**src/rtl/uart_pkg.sv**
```systemverilog
// Shared UART definitions: FSM state encoding and frame constants.
// Used by both the receiver and the transmitter.
package uart_pkg;

    localparam int unsigned DATA_BITS = 8;
    localparam logic        LINE_IDLE = 1'b1;

    typedef enum logic [2:0] {
        StIdle,
        StStart,
        StData,
        StStop,
        StCleanup,
        StWaitHigh
    } uart_state_e;

endpackage

```
**src/rtl/uart_bit_sync.sv**
```systemverilog
// Two-flop synchronizer for a single asynchronous input.
// Both flops reset to ResetVal so an idle line is not mistaken for activity.
module uart_bit_sync
    import uart_pkg::*;
#(
    parameter logic ResetVal = LINE_IDLE
) (
    input  logic i_clk,
    input  logic i_rst_n,
    input  logic i_async,
    output logic o_sync
);

    logic [1:0] sync_q;

    always_ff @(posedge i_clk) begin
        if (!i_rst_n) begin
            sync_q <= {2{ResetVal}};
        end else begin
            sync_q <= {sync_q[0], i_async};
        end
    end

    assign o_sync = sync_q[1];

endmodule

```
**src/rtl/uart_rxr.sv**
```systemverilog
// UART 8N1 receiver: start-bit glitch rejection, mid-bit sampling,
// one-cycle data-valid and framing-error strobes.
module uart_rxr
    import uart_pkg::*;
#(
    parameter int unsigned CLKS_PER_BIT = 10
) (
    input  logic                 i_clk,
    input  logic                 i_rst_n,
    input  logic                 i_dataline,
    output logic [DATA_BITS-1:0] o_byte,
    output logic                 o_data_valid,
    output logic                 o_framing_error,
    output logic                 o_busy
);

    localparam int unsigned CntW = $clog2(CLKS_PER_BIT);
    // START is entered one cycle after t0, so HALF-1 in the counter lands on t0+HALF.
    localparam logic [CntW-1:0] HalfM1  = CntW'((CLKS_PER_BIT - 1) / 2 - 1);
    localparam logic [CntW-1:0] BitLast = CntW'(CLKS_PER_BIT - 1);
    localparam logic [2:0]      IdxLast = 3'(DATA_BITS - 1);

    uart_state_e          state_q, state_d;
    logic [CntW-1:0]      clk_cnt_q, clk_cnt_d;
    logic [2:0]           bit_idx_q, bit_idx_d;
    logic [DATA_BITS-1:0] shift_q, shift_d;
    logic [DATA_BITS-1:0] byte_q, byte_d;
    logic                 valid_q, valid_d;
    logic                 ferr_q, ferr_d;
    logic                 busy_q, busy_d;
    logic                 rx_s;

    uart_bit_sync #(
        .ResetVal(LINE_IDLE)
    ) u_sync (
        .i_clk  (i_clk),
        .i_rst_n(i_rst_n),
        .i_async(i_dataline),
        .o_sync (rx_s)
    );

    always_comb begin
        state_d   = state_q;
        clk_cnt_d = clk_cnt_q;
        bit_idx_d = bit_idx_q;
        shift_d   = shift_q;
        byte_d    = byte_q;
        valid_d   = 1'b0;
        ferr_d    = 1'b0;
        unique case (state_q)
            StIdle: begin
                if (rx_s != LINE_IDLE) begin
                    state_d   = StStart;
                    clk_cnt_d = '0;
                end
            end
            StStart: begin
                if (clk_cnt_q == HalfM1) begin
                    if (rx_s == LINE_IDLE) begin
                        state_d = StIdle;
                    end else begin
                        state_d   = StData;
                        clk_cnt_d = '0;
                        bit_idx_d = '0;
                    end
                end else begin
                    clk_cnt_d = clk_cnt_q + CntW'(1);
                end
            end
            StData: begin
                if (clk_cnt_q == BitLast) begin
                    clk_cnt_d          = '0;
                    shift_d[bit_idx_q] = rx_s;
                    bit_idx_d          = bit_idx_q + 3'd1;
                    if (bit_idx_q == IdxLast) begin
                        state_d = StStop;
                    end
                end else begin
                    clk_cnt_d = clk_cnt_q + CntW'(1);
                end
            end
            StStop: begin
                if (clk_cnt_q == BitLast) begin
                    clk_cnt_d = '0;
                    if (rx_s == LINE_IDLE) begin
                        byte_d  = shift_q;
                        valid_d = 1'b1;
                        state_d = StCleanup;
                    end else begin
                        ferr_d  = 1'b1;
                        state_d = StWaitHigh;
                    end
                end else begin
                    clk_cnt_d = clk_cnt_q + CntW'(1);
                end
            end
            StCleanup: begin
                state_d = StIdle;
            end
            StWaitHigh: begin
                // A held-low line or break stays here so only one error pulse is raised.
                if (rx_s == LINE_IDLE) begin
                    state_d = StIdle;
                end
            end
            default: begin
                state_d = StIdle;
            end
        endcase
        busy_d = (state_d != StIdle);
    end

    always_ff @(posedge i_clk) begin
        if (!i_rst_n) begin
            state_q   <= StIdle;
            clk_cnt_q <= '0;
            bit_idx_q <= '0;
            shift_q   <= '0;
            byte_q    <= '0;
            valid_q   <= 1'b0;
            ferr_q    <= 1'b0;
            busy_q    <= 1'b0;
        end else begin
            state_q   <= state_d;
            clk_cnt_q <= clk_cnt_d;
            bit_idx_q <= bit_idx_d;
            shift_q   <= shift_d;
            byte_q    <= byte_d;
            valid_q   <= valid_d;
            ferr_q    <= ferr_d;
            busy_q    <= busy_d;
        end
    end

    assign o_byte          = byte_q;
    assign o_data_valid    = valid_q;
    assign o_framing_error = ferr_q;
    assign o_busy          = busy_q;

endmodule
```
**config.mk**
```make
export PLATFORM = sky130hd
export DESIGN_NAME = uart_rxr
export DESIGN_NICKNAME = d
export VERILOG_FILES = /design/src/rtl/uart_pkg.sv /design/src/rtl/uart_bit_sync.sv /design/src/rtl/uart_rxr.sv
export SDC_FILE = /design/constraint.sdc
export NUM_CORES = 1
export LEC_CHECK = 0
export CORE_UTILIZATION = 30
export CTS_CLUSTER_DIAMETER = 150
export DETAILED_ROUTE_END_ITERATION = 10
export SLEW_MARGIN = 20
export SYNTH_ARGS = -nofsm -noshare
export SYNTH_HDL_FRONTEND = slang
export SYNTH_HIERARCHICAL = 1
export SYNTH_SLANG_ARGS = --single-unit
```
**constraint.sdc**
```tcl
create_clock -name i_clk -period 1.6 [get_ports i_clk]
set_input_delay 0.32 -clock i_clk [delete_from_list [all_inputs] [get_ports i_clk]]
set_output_delay 0.32 -clock i_clk [all_outputs]
set_load 0.02 [all_outputs]
```
Word level (Yosys, flattened, before mapping)
Index checks and enable logic that the tools add are counted.
{ "classes": {"n_eq_ne": 10, "n_reduce_logical": 10, "magnitude_cmp": 2, "mux": 22, "n_addsub": 2} }
{ "ops": {"columns": ["op", "count"], "rows": [
  ["$mux W3", 9],
  ["$pmux W3 S5", 1],
  ["$mux W4", 3],
  ["$pmux W4 S3", 1],
  ["$bwmux W8", 1],
  ["$eq A3 B2 Y1 const B", 2],
  ["$eq A3 B3 Y1 const B", 2],
  ["$ne A2 B2 Y1 const B", 3],
  ["$pmux W3 S2", 1],
  ["$reduce_and A3 Y1", 2],
  ["$reduce_bool A3 Y1", 2],
  ["$add A4 B1 Y4 const B", 1],
  ["$eq A4 B2 Y1 const B", 1],
  ["$eq A4 B4 Y1 const B", 1],
  ["$lt A3 B4 Y1 const B", 1],
  ["$mux W1", 4],
  ["$reduce_and A4 Y1", 1],
  ["$add A3 B1 Y3 const B", 1],
  ["$demux W1 S3", 1],
  ["$eq A3 B1 Y1 const B", 1],
  ["$ge A3 B1 Y1 const B", 1],
  ["$logic_not A3 Y1", 1],
  ["$mux W2", 1],
  ["$reduce_and A2 Y1", 1],
  ["3 further kinds", 3]
]} }
{ "totals": {"output_inout_bits": 11, "regBits": 31, "wordCells": 55, "inputBits": 3} }

Depth between registers and ports, before layout
Gate-level depths: netlist of run 1.
{ "depth": {"ltp_word": 5, "ltp_mapped": 7, "ltp_nobuf": 6} }

Hierarchy
Netlist of run 1, hierarchy kept.
{ "by_module_without_submodules": {"columns": ["mod", "seq_area_each_um2", "instances", "area_each_um2", "cells_per_inst"], "rows": [
  ["uart_rxr", 580.6, 1, 1377.6, 147],
  ["uart_bit_sync", 40.0, 1, 52.6, 4]
]} }

Worst setup path after synthesis of run 1
OpenSTA, ideal clock, no wires.
{ "synth_timing": {"path_kind": "flip-flop to flip-flop", "start": "reg clk_cnt_q[0]", "end": "reg busy_q (netlist: o_busy)", "path_slack_ps": 111, "t_required_ps": 1485, "t_arrival_ps": 1374, "setup_ps": 115, "synth_period_minus_slack_ps": 1489, "path_buffers": 0, "stages_incl_launch_ff": 6, "path_cell_list": "dfxtp_1 > ha_1 > or3b_2 > a21oi_1 > nor2_1 > o21a_1"} }
{ "synth_between": {"elab_chain_len": 4, "elab_cells_between_ends": 7, "cone_classes": "eq/ne (2); mux (4); reduce/logical (1)"} }
{ "synth_lines": {"columns": ["item", "line", "source"], "rows": [
  ["from (decl)", "uart_rxr.sv:24", "logic [CntW-1:0] clk_cnt_q, clk_cnt_d;"],
  ["from (signal assigned)", "uart_rxr.sv:125", "clk_cnt_q <= clk_cnt_d;"],
  ["$eq A4 B4 Y1 / $eq A4 B2 Y1 (equally long branches)", "uart_rxr.sv:71, uart_rxr.sv:83, uart_rxr.sv:58", null],
  ["$mux W3, on equally long branches", "uart_rxr.sv:83, uart_rxr.sv:58, uart_rxr.sv:71", null],
  ["$pmux W3 S5 *", "uart_rxr.sv:50", "unique case (state_q)"],
  ["$reduce_bool A3 Y1 *", "uart_rxr.sv:110", "busy_d = (state_d != StIdle);"],
  ["to (signal assigned)", "uart_rxr.sv:131", "busy_q <= busy_d;"],
  ["to (decl)", "uart_rxr.sv:30", "logic busy_q, busy_d;"]
]} }
Mark *: on every way between the ends. The rest lies on a longest branch, timed or not.
A chain may end at the register's enable or synchronous reset.

Final worst setup path of run 1
{ "layout_timing": {"start": "reg byte_q[1] (netlist: o_byte[1])", "end": "out o_byte[1]"} }
{ "layout_lines": {"columns": ["item", "line", "source"], "rows": [
  ["from (decl)", "uart_rxr.sv:27", "logic [DATA_BITS-1:0] byte_q, byte_d;"],
  ["from (signal assigned)", "uart_rxr.sv:128", "byte_q <= byte_d;"],
  ["to (decl)", "uart_rxr.sv:11", "output logic [DATA_BITS-1:0] o_byte,"]
]} }
No word-level cell between the ends.

==> results of run 1 <==
==> state kept, by name (all words and copies together), names as in the netlist <==
signal	cells
clk_cnt_q	4
u_sync/sync_q	2
o_framing_error	1
o_busy	1
shift_q	8
o_data_valid	1
o_byte	8
bit_idx_q	3
state_q	3
==> where the power goes <==
group	switching, W	internal [W]
registers	0.0000120	0.000780
logic	0.0000426	0.0000338
clock network	0.000301	0.000303
total	0.000356	0.00112
==> cell usage in the layout (no fill, tap or decap), types with 2 or more instances in the layout <==
master            n
dfxtp_1          28
nand2_1          27
mux2i_1          19
clkdlybuf4s50_1  11
nor2_1            8
buf_4             8
nand2b_1          6
a21oi_1           5
nand3_1           5
clkbuf_8          5
nand3b_1          4
inv_1             3
nor3b_2           3
o22ai_1           3
ha_1              3
dfxtp_2           3
o21ai_0           2
a31oi_1           2
a21oi_2           2
dlymetal6s2s_1    2
==> timing repair <==
item	CTS	global route
hold buffers	0	0
cloned	0	1
setup endpoints to repair	7	25
pin swaps	0	1
resized for setup	3	9
==> through the flow <==
step	hold WS, ns	utilization	setup slack (ns)
global route	0.448	0.394	0.000804
finish	0.417	0.394	0.0479
detailed placement	0.404	0.363	-0.128
global placement	0.406	0.363	-0.0475
CTS	0.424	0.386	0.0239
floorplan	0.386	-	0.111
==> layer usage <==
layer,GRT usage,part of all wire
met1,0.151,0.43
met2,0.220,0.50
met3,0.0399,0.038
met4,0.102,0.032
met5,0,0
==> cell type report <==
| cell class | instances | area, um^2 | share of cell area |
|---|---|---|---|
| Inverter | 3 | 11.3 | 0.00639 |
| Sequential cell | 31 | 624 | 0.354 |
| Clock buffer | 6 | 72.6 | 0.0412 |
| Timing Repair Buffer | 21 | 195 | 0.111 |
| Multi-Input combinational cell | 108 | 782 | 0.444 |
| Clock inverter | 2 | 12.5 | 0.00710 |
| Tap cell | 52 | 65.1 | 0.0369 |
==> synth_stat cells, types with 2 or more instances <==
library cell and n:
nand3b_1 4, mux2i_1 19, clkbuf_1 4, inv_1 3, o22ai_1 3, buf_6 2, nor3b_1 2, a31oi_1 2
nand2b_1 6, dfxtp_1 31, o21ai_0 2, nor2_1 8, ha_1 4, nand2_1 27, nor3b_2 2, buf_2 3
a21oi_1 6, nand3_1 5
==> worst min path at each step <==
stage,end,slack (ns),depth (start not counted)
finish,u_sync/sync_q[1],0.42,1
global route,u_sync/sync_q[1],0.45,1
CTS,u_sync/sync_q[1],0.42,1
detailed placement,u_sync/sync_q[1],0.40,1
global placement,u_sync/sync_q[1],0.41,1
floorplan,u_sync/sync_q[1],0.39,1
==> logic make-up (layout without fill, tap and decap cells) <==
kind of cell	count (synthesis)	in the layout	synth area share
AOI/OAI and AO/OA	20	20	0.0963
xor gates and xnor gates	1	1	0.00613
adders and majority gates	4	4	0.0350
buffers and inverters	13	32	0.0499
DFF	31	31	0.434
muxes	19	19	0.133
and+or+nand+nor	63	64	0.246
==> results.toml, run 1 <==
[clock_tree]
cts_tree = "done"
postCtsSetupBuffers = 0
root_buffer = "clkbuf_8"
clk_latency_ns = 0.29
cts_sinks = 31
cts_inserted_buffers = 5
cts_htree_levels = 2
clk_path_buf_depth = 2
clk_pin_slew_ns = 0.07

[sta]
fin_crit_sh = 0.970
tightest_slew_ns = 0.482
hold_viol_final = 0
fin_skew_ns = 0.00450
relSlewSlack = 0.678
rsz0062_at_grt = "false"
final.setup.tns_ns = 0
setup_viol = 0
fin_crit_ns = 1.55
fmax_mhz = 644
report.final.slew_viol_count = 0

[logic_synthesis]
synth_top_area_frac = 0.434
yosys.area.top_type = "dfxtp_1"
yosys_register_bits = 31
synth_ff_type = "dfxtp_1"
syn_area_per_cell_um2 = 9.47
syn_area_um2 = 1430
synth_warnings = 6
synthDistinctLibCells = 36
ys_async_sr_fraction = 0
ys_seq_area_frac = 0.434
synthCells = 151
synth_edf_count = 0
synth_area_leaders = "dfxtp_1 43%, mux2i_1 13%, nand2_1 7.1%, ha_1 3.5%, nand2b_1 2.6%"
synth_nets = 158

[die]
initial_core_util = 0.320
rows = 24
die_h_um = 71.0
die-area_um2 = 5050
fp.dieW_um = 71.0
io_pins = 14
core_area_um2 = 4470

[global_routing]
grt_max_degree = 23
grtUsageTotal = 0.136
overflow = 0
grt_pass1_wl_um = 5130
grt_pass1_vias = 1138
antenna_found_initial = 0

[layout]
antenna_cells = 0
syn_to_final_growth_pct = 23.3
nets = 177
fillerInstances = 445
design_area_um2 = 1760
drive_gt1_frac = 0.181
fin_cells = 223

[worst_setup_path]
worst-path-buf-inv = 1
path_cells = "clkdlybuf4s50_1"
path_depth = 1
r2r-end = "shift_q[0]"
startpoint_type = "flop"
crit_path_end_kind = "output pin"
path_delay_family = "buffers and inverters"
startpoint = "o_byte[1]"
slowest_delay_ns = 0.61
crit_fanout = 2
slowest_stage = "clkdlybuf4s50_1"
crit_type = "reg -> out"
cp.arrival_ns = 1.23
r2r-start = "clk_cnt_q[1]"
reg2reg_depth = 6
crit_path_end = "o_byte[1]"
rrSetupSlack_ns = 0.09
cp.required_ns = 1.28

[route]
drt_pass1_iterations = 4
drc = 0
routed_wl_um = 3120
ant_nets = 0
drt_iter0_drc = 71
wl_per_cell_um = 14.0
via_per_inst = 5.05
dr_total_vias = 1126

[placement]
place_hpwl_um = 2130
placed_cell_area_um2 = 1630
io_buffers = 13
gp_congestion = 0.847
place_inst = 214

[worst_hold_path]
hold_class = "reg -> reg"
hp-start = "u_sync/sync_q[0]"

[power]
power_w = 0.00147
ir_drop_mv = 0.562
leakagePower_nw = 0.739
power_density_nw_per_um2 = 835

[run_status]
outcome = "finished, final reports clean"

[flow_run]
maxCapViolCount = 0
Power figures use the tool's default switching activity.
==> run 2, diff against run 1 <==
--- a/config.mk
+++ b/config.mk
@@ -11,5 +11,4 @@
 export SLEW_MARGIN = 20
 export SYNTH_ARGS = -nofsm -noshare
 export SYNTH_HDL_FRONTEND = slang
-export SYNTH_HIERARCHICAL = 1
 export SYNTH_SLANG_ARGS = --single-unit
==> results.toml, run 2 <==
[sta]
setup_viol = 0
final.setup.tns_ns = 0
fmax_mhz = 643
fin_crit_sh = 0.972
fin_skew_ns = 0.00861
relSlewSlack = 0.726
hold_viol_final = 0
report.final.slew_viol_count = 0
tightest_slew_ns = 0.410
fin_crit_ns = 1.55
whs_ns = 0.406
rsz0062_at_grt = "true"

[worst_setup_path]
r2r-end = "shift_q[0]"
reg2reg_depth = 6
slowest_stage = "clkdlybuf4s50_1"
crit_path_end_kind = "output pin"
slowest_delay_ns = 0.61
cp.arrival_ns = 1.23
crit_fanout = 2
path_depth = 1
cp.required_ns = 1.28
r2r-start = "clk_cnt_q[1]"
path_delay_family = "buffers and inverters"
rrSetupSlack_ns = 0.09
path_cells = "clkdlybuf4s50_1"
crit_type = "reg -> out"
startpoint_type = "flop"
worst-path-buf-inv = 1

[logic_synthesis]
syn_area_per_cell_um2 = 9.34
synthCells = 155
synthDistinctLibCells = 45
ys_async_sr_fraction = 0
synth_nets = 162
syn_area_um2 = 1450
yosys_register_bits = 31
post-synth-top-count-cell = "dfxtp_1"
synth_ff_type = "dfxtp_1"
yosys.area.top_type = "dfxtp_1"
synth_area_leaders = "dfxtp_1 43%, mux2i_1 9.7%, nand2_1 4.1%, nor2_1 4.1%, ha_1 3.5%"
synth_warnings = 0
synth_edf_count = 0
ys_seq_area_frac = 0.429
synth_top_area_frac = 0.429
synthTopCellsByCount = "31 x dfxtp_1, 16 x nand2_1, 16 x nor2_1"

[route]
dr_total_vias = 1143
ant_nets = 0
drt_pass1_iterations = 4
drc = 0
via_per_inst = 4.84
wl_per_cell_um = 12.2
drt_iter0_drc = 16
routed_wl_um = 2890

[clock_tree]
cts_htree_levels = 2
cts_hold_buf = 0
cts_tree = "done"
cts_inserted_buffers = 5
root_buffer = "clkbuf_8"
postCtsSetupBuffers = 0
clk_latency_ns = 0.29
cts_sinks = 31
clk_pin_slew_ns = 0.07
clk_path_buf_depth = 2

[worst_hold_path]
hold_class = "reg -> reg"
holdPathStages = 1
hp-start = "u_sync.sync_q[0]"
min_to = "u_sync.sync_q[1]"

[layout]
drive_gt1_frac = 0.234
antenna_cells = 0
nets = 190
final_common_cell = "dfxtp_1"
final_cell_mix = "28 x dfxtp_1, 19 x buf_4, 16 x nor2_1, 16 x nand2_1, 14 x mux2i_1"
fin_cells = 236
syn_to_final_growth_pct = 30.2

[die]
die-area_um2 = 5110
initial_core_util = 0.321
fp.dieW_um = 71.5
rows = 24
die_h_um = 71.5
io_pins = 14
core_area_um2 = 4500

[global_routing]
use_met1 = 0.175
grtUsageTotal = 0.125
overflow = 0
antenna_found_initial = 0
grt_max_degree = 12
grt_pass1_wl_um = 4930
grtUsageMet2 = 0.172
use_met3 = 0.0352
grt_pass1_vias = 1067
top_usage_layer = "met1"

[flow_run]
maxCapViolCount = 0

[placement]
place_inst = 228
io_buffers = 13
gp_congestion = 0.779
place_hpwl_um = 2030

[power]
power_density_nw_per_um2 = 883
leakagePower_nw = 0.747
ir_drop_mv = 0.470

[run_status]
outcome = "finished, final reports clean"
## run 2: cell count changes in the layout (fill, tap and decap cells not counted), moves of 3 or more
cell	previous run	this run
nor2_1	8	16
nand2_1	27	16
buf_4	8	19
o211ai_1	0	3
nand2b_1	6	3
mux2i_1	19	14
## run 2: cell families (layout without fill, tap and decap cells)
logic type               count (synthesis)  count (layout)  synth area share
AND/OR/NAND/NOR                         63              63             0.236
flip-flops                              31              31             0.429
AO/OA/AOI/OAI                           26              26             0.142
buffers and inverters                   16              45            0.0562
multiplexers                            14              14            0.0968
adder cells (fa/ha/maj)                  4               4            0.0346
XOR/XNOR                                 1               1           0.00605
## run 2: worst max-delay path by stage
| stage | from | slack [ns] | end |
|---|---|---|---|
| final | o_byte[0] | 0.05 | o_byte[0] |
| after CTS | o_byte[0] | 0.03 | o_byte[0] |
| after global routing | clk_cnt_q[1] | -0.02 | shift_q[6] |
| after global placement | clk_cnt_q[1] | -0.008 | shift_q[2] |
| after detailed placement | clk_cnt_q[1] | -0.06 | shift_q[2] |
| after floorplan | clk_cnt_q[0] | 0.11 | o_busy |
## run 2: layout make-up
class                   instances  area [um^2]
inverters                       5         18.8
well taps                      52         65.1
multi-input cells             108          786
clock buffers                   6         82.6
repair buffers                 32          273
clock inverters                 2         35.0
flip-flops and latches         31          624
fillers                       435         2620
## run 2: metal layers
| metal | vias up | share of wire |
|---|---|---|
| met4 | 0 | 0.027 |
| met1 | 512 | 0.53 |
| met5 | - | 0 |
| met2 | 19 | 0.42 |
| li1 | 605 | - |
| met3 | 7 | 0.028 |
## run 2: timing repair
action                                 CTS  global route
setup endpoints to repair                5            12
gates resized for setup                  1            11
pin swaps                                0             2
endpoints found under the hold margin    0             0
## run 2: report_power, final
group,switching [W],leakage (nW),internal (W)
combinational,0.0000423,0.434,0.0000365
clock,0.000297,0.0612,0.000503
sequential,0.00000593,0.252,0.000779
total,0.000345,0.747,0.00132
## run 2: stage by stage
step | util | area [um^2] | setup WS [ns] | total power, W
after floorplan | - | 1450 | 0.107 | 0.000848
after global placement | 0.383 | 1720 | -0.00811 | 0.000879
after detailed placement | 0.383 | 1720 | -0.0567 | 0.000879
after CTS | 0.409 | 1840 | 0.0334 | 0.00168
after global routing | 0.418 | 1880 | -0.0195 | 0.00171
final | 0.418 | 1880 | 0.0455 | 0.00166
==> run 3, diff against run 2 <==
--- a/config.mk
+++ b/config.mk
@@ -8,6 +8,7 @@
 export CORE_UTILIZATION = 30
 export CTS_CLUSTER_DIAMETER = 150
 export DETAILED_ROUTE_END_ITERATION = 10
+export SETUP_SLACK_MARGIN = 0.2
 export SLEW_MARGIN = 20
 export SYNTH_ARGS = -nofsm -noshare
 export SYNTH_HDL_FRONTEND = slang
==> results.toml, run 3 (synthesis results as in run 2) <==
[die]
core_area_um2 = 4500
rows = 24
fp.dieW_um = 71.5
die-area_um2 = 5110
io_pins = 14
die_h_um = 71.5
initial_core_util = 0.321

[sta]
report.final.slew_viol_count = 0
hold_viol_final = 0
fin_skew_ns = 0.00340
rsz0062_at_grt = "true"
relSlewSlack = 0.726
tightest_slew_ns = 0.411
fin_crit_sh = 0.927
whs_ns = 0.411
final.setup.tns_ns = 0
fmax_mhz = 674
setup_viol = 0
fin_crit_ns = 1.48

[worst_setup_path]
crit_fanout = 5
crit_type = "reg -> reg"
r2r-start = "clk_cnt_q[1]"
reg2reg_depth = 7
r2r-end = "clk_cnt_q[0]"
cp.required_ns = 1.77
cp.arrival_ns = 1.66
startpoint_type = "flop"
rrSetupSlack_ns = 0.12
crit_path_end_kind = "flop"

[placement]
gp_congestion = 0.808
io_buffers = 13
placed_cell_area_um2 = 1710
place_hpwl_um = 2270

[layout]
antenna_cells = 0
design_area_um2 = 2050
seq_area_um2 = 637
final_cell_mix = "24 x dfxtp_1, 18 x buf_4, 15 x nor2_1"
final_common_cell = "dfxtp_1"
drive_gt1_frac = 0.360
fillerInstances = 410
multi_input_area_um2 = 897
syn_to_final_growth_pct = 41.7
nets = 196

[flow_run]
maxCapViolCount = 0

[route]
wl_per_cell_um = 13.8
ant_nets = 0
drc = 0
routed_wl_um = 3320
dr_total_vias = 1229
drt_iter0_drc = 132
drt_pass1_iterations = 4
via_per_inst = 5.10

[worst_hold_path]
min_to = "u_sync.sync_q[1]"
hold_class = "reg -> reg"
holdPathStages = 1
hp-start = "u_sync.sync_q[0]"

[clock_tree]
cts_inserted_buffers = 5
cts_sinks = 31
clk_path_buf_depth = 2
clk_latency_ns = 0.28
cts_hold_buf = 0
cts_tree = "done"
root_buffer = "clkbuf_8"
cts_htree_levels = 2
clk_pin_slew_ns = 0.06

[global_routing]
antenna_found_initial = 0
grt_max_degree = 12
grt_pass1_wl_um = 5620
overflow = 0
grt_pass1_vias = 1233
grtUsageTotal = 0.145

[power]
power_density_nw_per_um2 = 789
ir_drop_mv = 0.390
leakagePower_nw = 0.861

[run_status]
outcome = "finished, final reports clean"
-- run 3: cell type report --
type                    instances  share of cell area
inverters                       5             0.00915
well taps                      52              0.0317
repair buffers                 38               0.161
clock buffers                   6              0.0354
flip-flops and latches         31               0.311
clock inverters                 1              0.0146
multi-input cells             108               0.437
-- run 3: power breakdown --
| part | total [W] | switching (W) | internal [W] |
|---|---|---|---|
| Combinational | 0.0000983 | 0.0000496 | 0.0000487 |
| Clock | 0.000735 | 0.000279 | 0.000456 |
| Sequential | 0.000784 | 0.00000785 | 0.000776 |
| Total | 0.00162 | 0.000337 | 0.00128 |
-- run 3: what timing repair did --
item | CTS | global route
endpoints found under the hold margin | 0 | 0
endpoints found under the setup margin | 34 | 26
setup buffers | 8 | 1
cloned | 1 | 0
gates resized for setup | 37 | 19
pin swaps | 12 | 16
-- run 3: per-stage QoR --
stage	setup slack, ns	std cells	total power, W	util
after detailed placement	0.0353	224	0.000879	0.380
after CTS	0.137	240	0.00163	0.437
final	0.117	241	0.00162	0.455
after floorplan	0.165	155	0.000848	-
after global placement	0.0672	224	0.000876	0.380
after global routing	0.0591	241	0.00169	0.455
-- run 3: how the worst max path moves through the flow --
stage / from / to / slack, ns / cells past startpoint
floorplan: clk_cnt_q[0] / shift_q[0] / 0.16 / 6
global placement: clk_cnt_q[1] / clk_cnt_q[2] / 0.07 / 7
detailed placement: clk_cnt_q[0] / o_busy / 0.04 / 5
CTS: clk_cnt_q[0] / clk_cnt_q[2] / 0.14 / 6
global route: clk_cnt_q[1] / clk_cnt_q[2] / 0.06 / 7
finish: clk_cnt_q[1] / clk_cnt_q[0] / 0.12 / 7
-- run 3: routing by layer --
metal  GRT usage  vias to the layer above  part of all wire
met5           0                        -                 0
met4      0.0588                        0             0.018
met3      0.0520                        9             0.045
met2       0.234                       24              0.48
met1       0.177                      581              0.46
li1            -                      615                 -
-- run 3: critical path, stage by stage, from the launching register on --
cell     delay, ns
dfxtp_2       0.33
buf_4         0.12
ha_4          0.12
nor3b_4       0.22
buf_6         0.15
o22ai_4       0.08
buf_4         0.15
o211a_1       0.19
